**config.mk**
```make
export PLATFORM = sky130hd
export DESIGN_NAME = preview_window
export DESIGN_NICKNAME = d
export VERILOG_FILES = /design/src/rtl/preview_window.sv
export SDC_FILE = /design/constraint.sdc
export NUM_CORES = 1
export LEC_CHECK = 0
export CAP_MARGIN = 40
export CORE_AREA = 2 2 72 108
export DETAILED_ROUTE_END_ITERATION = 10
export DIE_AREA = 0 0 74 110
export PLACE_DENSITY = 0.87
export SLEW_MARGIN = 25
export SYNTH_ARGS = -nofsm -noshare
export SYNTH_HDL_FRONTEND = slang
export SYNTH_SLANG_ARGS = --single-unit
```
**constraint.sdc**
```tcl
create_clock -name clk -period 4.4 [get_ports clk]
set_input_delay 0.66 -clock clk [delete_from_list [all_inputs] [get_ports clk]]
set_output_delay 0.66 -clock clk [all_outputs]
set_load 0.03 [all_outputs]
```
**src/rtl/preview_window.sv**
```systemverilog
// preview_window: next-piece preview renderer for the VGA path.
// Decides whether the scanned pixel falls inside the preview window. It
// addresses an external synchronous sprite ROM. It then produces a pixel-on
// flag that lines up with the ROM output.
// A new sprite selection takes effect only at frame boundaries, so the
// preview never tears.
module preview_window #(
  parameter int X0          = 100,
  parameter int Y0          = 10,
  parameter int W           = 100,
  parameter int H           = 78,
  parameter int SCALE_LOG2  = 0,
  parameter int NUM_SPRITES = 7,
  parameter int ROM_LAT     = 1,
  parameter int ADDR_W      = 16,
  parameter bit INVERT      = 1'b1
) (
  input  logic              clk,
  input  logic              rst_n,
  input  logic [10:0]       col_addr_sig,
  input  logic [10:0]       row_addr_sig,
  input  logic              frame_start,
  input  logic [2:0]        sprite_sel,
  input  logic              sel_valid,
  input  logic              blank,
  output logic [ADDR_W-1:0] rom_addr,
  input  logic              rom_data,
  output logic              pix_on,
  output logic              in_window
);

  // Window bounds are held at 32 bits so that X0 + scaled width can never wrap.
  localparam logic [31:0] X_LO      = 32'(X0);
  localparam logic [31:0] X_HI      = 32'(X0 + (W << SCALE_LOG2));
  localparam logic [31:0] Y_LO      = 32'(Y0);
  localparam logic [31:0] Y_HI      = 32'(Y0 + (H << SCALE_LOG2));
  localparam logic [31:0] SPR_WORDS = 32'(W * H);
  localparam logic [31:0] ROW_WORDS = 32'(W);
  localparam logic [3:0]  NUM_SEL   = 4'(NUM_SPRITES);

  logic [31:0]       col_w;
  logic [31:0]       row_w;
  logic [31:0]       lx;
  logic [31:0]       ly;
  logic              win;
  logic [ADDR_W-1:0] addr_next;
  logic              sel_ok;
  logic [2:0]        pending;
  logic [2:0]        active;

  // Window flag and ROM address of the pixel currently being presented.
  // NOTE: each variable is assigned first, before any other use, so every path drives it and no latch is inferred.
  always_comb begin
    col_w     = 32'(col_addr_sig);
    row_w     = 32'(row_addr_sig);
    win       = (col_w >= X_LO) && (col_w < X_HI) && (row_w >= Y_LO) && (row_w < Y_HI);
    // When the pixel is outside the window these wrap, but win masks them below.
    lx        = (col_w - X_LO) >> SCALE_LOG2;
    ly        = (row_w - Y_LO) >> SCALE_LOG2;
    addr_next = ADDR_W'(32'(active) * SPR_WORDS + ly * ROW_WORDS + lx);
    sel_ok    = sel_valid && ({1'b0, sprite_sel} < NUM_SEL);
  end

  // Sprite selection: the request is held in pending and copied to active at
  // frame start. A request that arrives together with frame_start takes effect at once.
  // NOTE: sequential state uses non-blocking assignments, so every register samples pre-edge values.
  always_ff @(posedge clk or negedge rst_n) begin
    if (!rst_n) begin
      pending <= '0;
      active  <= '0;
    end else begin
      if (sel_ok) begin
        pending <= sprite_sel;
      end
      if (frame_start) begin
        active <= sel_ok ? sprite_sel : pending;
      end
    end
  end

  // Stage 1: the ROM address. Window and blank enter a delay line that is
  // ROM_LAT+1 stages deep, so that they line up with rom_data.
  logic [ROM_LAT:0] win_dl;
  logic [ROM_LAT:0] blank_dl;

  // Address register plus window/blank delay line.
  always_ff @(posedge clk or negedge rst_n) begin
    if (!rst_n) begin
      rom_addr <= '0;
      win_dl   <= '0;
      blank_dl <= '0;
    end else begin
      rom_addr <= win ? addr_next : '0;
      win_dl   <= {win_dl[ROM_LAT-1:0], win};
      blank_dl <= {blank_dl[ROM_LAT-1:0], blank};
    end
  end

  // Output stage: combine the ROM pixel with the delayed window and blank.
  always_ff @(posedge clk or negedge rst_n) begin
    if (!rst_n) begin
      pix_on    <= 1'b0;
      in_window <= 1'b0;
    end else begin
      pix_on    <= win_dl[ROM_LAT] & (rom_data ^ INVERT) & ~blank_dl[ROM_LAT];
      in_window <= win_dl[ROM_LAT];
    end
  end

endmodule

```
==> impl_metrics.json <==
{
  "reg2reg_from": "active[1]$_DFFE_PN0P_",
  "syn_nets": 484,
  "synthFlopType": "dfrtp_1",
  "regToRegSetupSlack_ns": 0,
  "synth_edf_count": 0,
  "antenna_found_initial": 0,
  "p_total_w": 0.00422,
  "drive_gt1_share_pct": 29.8,
  "drc": 0,
  "clk_latency_ns": 0.27,
  "pwr-share-seq_pct": 6.4,
  "post-route-min-period_ns": 4.99,
  "crit_end": "rom_addr[15]$_DFF_PN0_",
  "fin_hold_ws_ns": 0.357,
  "die_y_um": 110,
  "grt_max_degree": 29,
  "clkSinkCount": 28,
  "status": "complete, but fails checks",
  "finalHoldViolCount": 0,
  "drv_slew": 0,
  "violations": "negative setup slack",
  "grt_overflow_total": 0,
  "core_area_um2": 7180,
  "slew-limit-headroom_pct": 66.5,
  "pre_cts_slack_ns": -1.47,
  "fmax_mhz": 200,
  "critical_path.top_delay_family": "adder cells",
  "min_path_type": "reg2reg",
  "ios": 49,
  "setup_slack_ns": -0.591,
  "ys_ff_latch": 28,
  "cts_root_buffer": "clkbuf_8",
  "critical_path.max_stage_delay_ns": 0.55,
  "slowest_stage": "fa_1",
  "grt_pass1_vias": 3390,
  "num_antenna_cells": 0,
  "cts_tree": "built",
  "cp_cell_sequence": "clkbuf_2 > buf_4 > xnor2_4 > ha_1 > ha_1 > inv_1 > fa_1 > inv_1 > ha_4 > o21a_1 > o31a_1 > a21o_1 > fa_1 > inv_2 > ha_4 > a21oi_4 > nor2b_4 > a311oi_2 > o21a_1 > o21ai_2 > or2_1 > mux2i_1",
  "cts-buffers-inserted": 3,
  "skew_ns": 0.00373,
  "h-tree-depth": 1,
  "synth_seq_area_share_pct": 20.1,
  "portBuffers": 48,
  "cp.arrival_ns": 5.19,
  "worstPathMaxFanout": 4,
  "grt_setup_unrepaired": "yes",
  "place_inst": 583,
  "worst-path-stages": 22,
  "p_per_area_nw_per_um2": 818,
  "p_switching_w": 0.00190,
  "sw_frac_of_total_pct": 45.0,
  "setup_viol_count_final": 4,
  "grt_pass1_wl_um": 14300,
  "required_ns": 4.60,
  "min_period_over_period_pct": 113,
  "async_reset_ff_share_pct": 100,
  "detail_route.wl_per_cell_um": 17.1,
  "vias_per_cell": 5.39,
  "hp-start": "blank_dl[0]$_DFF_PN0_",
  "routed_wl_um": 10300,
  "crit_path_start": "row_addr_sig[3]",
  "cp-end-kind": "flip-flop",
  "hpwl_um": 7180,
  "max-cap-violations": 0,
  "power_frac_comb_pct": 88.9,
  "nets": 611,
  "path_buf_inv": 5,
  "cp-start-kind": "primary input",
  "tightest_slew_ns": 0.500,
  "tns_ns": -1.98,
  "cts_buffer_depth": 2,
  "postSynthCellCount": 377,
  "n_fill_cell": 434,
  "syn2layout_area_growth_pct": 48.0,
  "p_leak_nw": 2.47,
  "cts.clk_slew.worst_paths_ns": 0.09,
  "worstReg2RegEnd": "rom_addr[15]$_DFF_PN0_",
  "vias": 3249,
  "fp.dieW_um": 74,
  "ant_nets": 0,
  "syn_area_per_cell_um2": 9.24,
  "vdd_drop_max_mv": 0.504,
  "p_int_w": 0.00232,
  "reg2reg_depth": 18,
  "crit_type": "in2reg",
  "initial_core_util_pct": 48.5,
  "die_area_um2": 8140,
  "rows": 38,
  "ys_types": 55,
  "drt_pass1_iterations": 4,
  "yosysWarnings": 0,
  "track_usage_pct": 22.7,
  "place_congestion": 0.899,
  "synth_area_um2": 3480,
  "fin_cells": 603,
  "drtIter0Drc": 132,
  "power.share.clock_pct": 4.7
}
==> through the flow <==
stage / utilization (%) / area (um2)
final: 71.9 / 5160
after global routing: 71.9 / 5160
after CTS: 68.8 / 4940
after detailed placement: 65.5 / 4700
after global placement: 65.5 / 4700
after floorplan: - / 3650
==> power groups by stage <==
| stage | Sequential, W | Clock [W] | Combinational, W |
|---|---|---|---|
| floorplan | 0.000279 | 0 | 0.00202 |
| detailed placement | 0.000277 | 0 | 0.00294 |
| CTS | 0.000272 | 0.000200 | 0.00327 |
| finish | 0.000272 | 0.000197 | 0.00375 |
| global route | 0.000273 | 0.000212 | 0.00403 |
| global placement | 0.000276 | 0 | 0.00279 |
==> layout make-up <==
type                            count  area (um2)  area share [%]
Clock buffer                        3        41.3           0.800
Clock inverter                      1        30.0           0.582
Inverter                           64         260            5.04
Multi-Input combinational cell    281        2920            56.6
Sequential cell                    28         701            13.6
Tap cell                          100         125            2.43
Timing Repair Buffer              126        1080            21.0
==> what timing repair did <==
item / 4_1_cts / 5_1_grt
pin swaps: 21 / 25
hold buffers: 0 / 0
setup buffers: 12 / 6
endpoints found under the setup margin: 7 / 7
gates resized for setup: 34 / 34
==> flip-flops by register name, indices dropped and copies added, names as in the netlist <==
register / cells
rom_addr: 16
active: 3
pending: 3
blank_dl: 2
win_dl: 2
in_window: 1
pix_on: 1
==> worst min-delay path by stage <==
| stage | end | cells after the start |
|---|---|---|
| final | blank_dl[1]$_DFF_PN0_ | 0 |
| after floorplan | blank_dl[1]$_DFF_PN0_ | 0 |
| after global placement | win_dl[1]$_DFF_PN0_ | 0 |
| after global routing | win_dl[1]$_DFF_PN0_ | 0 |
| after CTS | win_dl[1]$_DFF_PN0_ | 0 |
| after detailed placement | win_dl[1]$_DFF_PN0_ | 0 |
==> cell families (layout without fill, tap and decap cells) <==
logic type	count (synthesis)	count (layout)	synth area share, %
flip-flops	28	28	20.1
XOR/XNOR	46	46	12.2
multiplexers	1	1	0.287
adder cells (fa/ha/maj)	76	76	32.2
AO/OA/AOI/OAI	66	66	13.7
AND/OR/NAND/NOR	92	92	13.9
buffers and inverters	68	194	7.58
==> cell usage in the layout (no fill, tap or decap), drive strengths merged, types with 5 or more instances in the layout <==
master and n:
fa 23, inv 64, nor2 30, a21o 9
clkdlybuf4s50 42, xnor2 22, clkbuf 5, nand2 24
xor2 23, nand3 6, o21ai 15, dfrtp 28
and2 6, nand2b 6, buf 80, a21oi 17
o21a 7, ha 53
==> layer usage <==
layer | track usage [%] | wire length, um | up-vias
met5 | 0 | 0 | -
met4 | 19.2 | 872 | 0
met3 | 2.73 | 366 | 62
met2 | 42.0 | 5540 | 123
met1 | 21.3 | 3510 | 1586
li1 | - | - | 1478
==> synth_stat cells (all sizes together), types with 6 or more instances <==
library cell / n / share of area (%)
and2: 6 / 1.1
xor2: 23 / 5.8
nand2b: 6 / 1.1
nand2: 24 / 2.7
a21oi: 17 / 2.8
a21o: 9 / 1.9
xnor2: 22 / 5.7
nor2: 30 / 3.4
dfrtp: 28 / 20
ha: 53 / 19
o21a: 7 / 1.5
o21ai: 15 / 2.3
fa: 23 / 13
nand3: 6 / 0.86
inv: 64 / 6.9
Note: power is estimated with default switching activity, not from simulation.
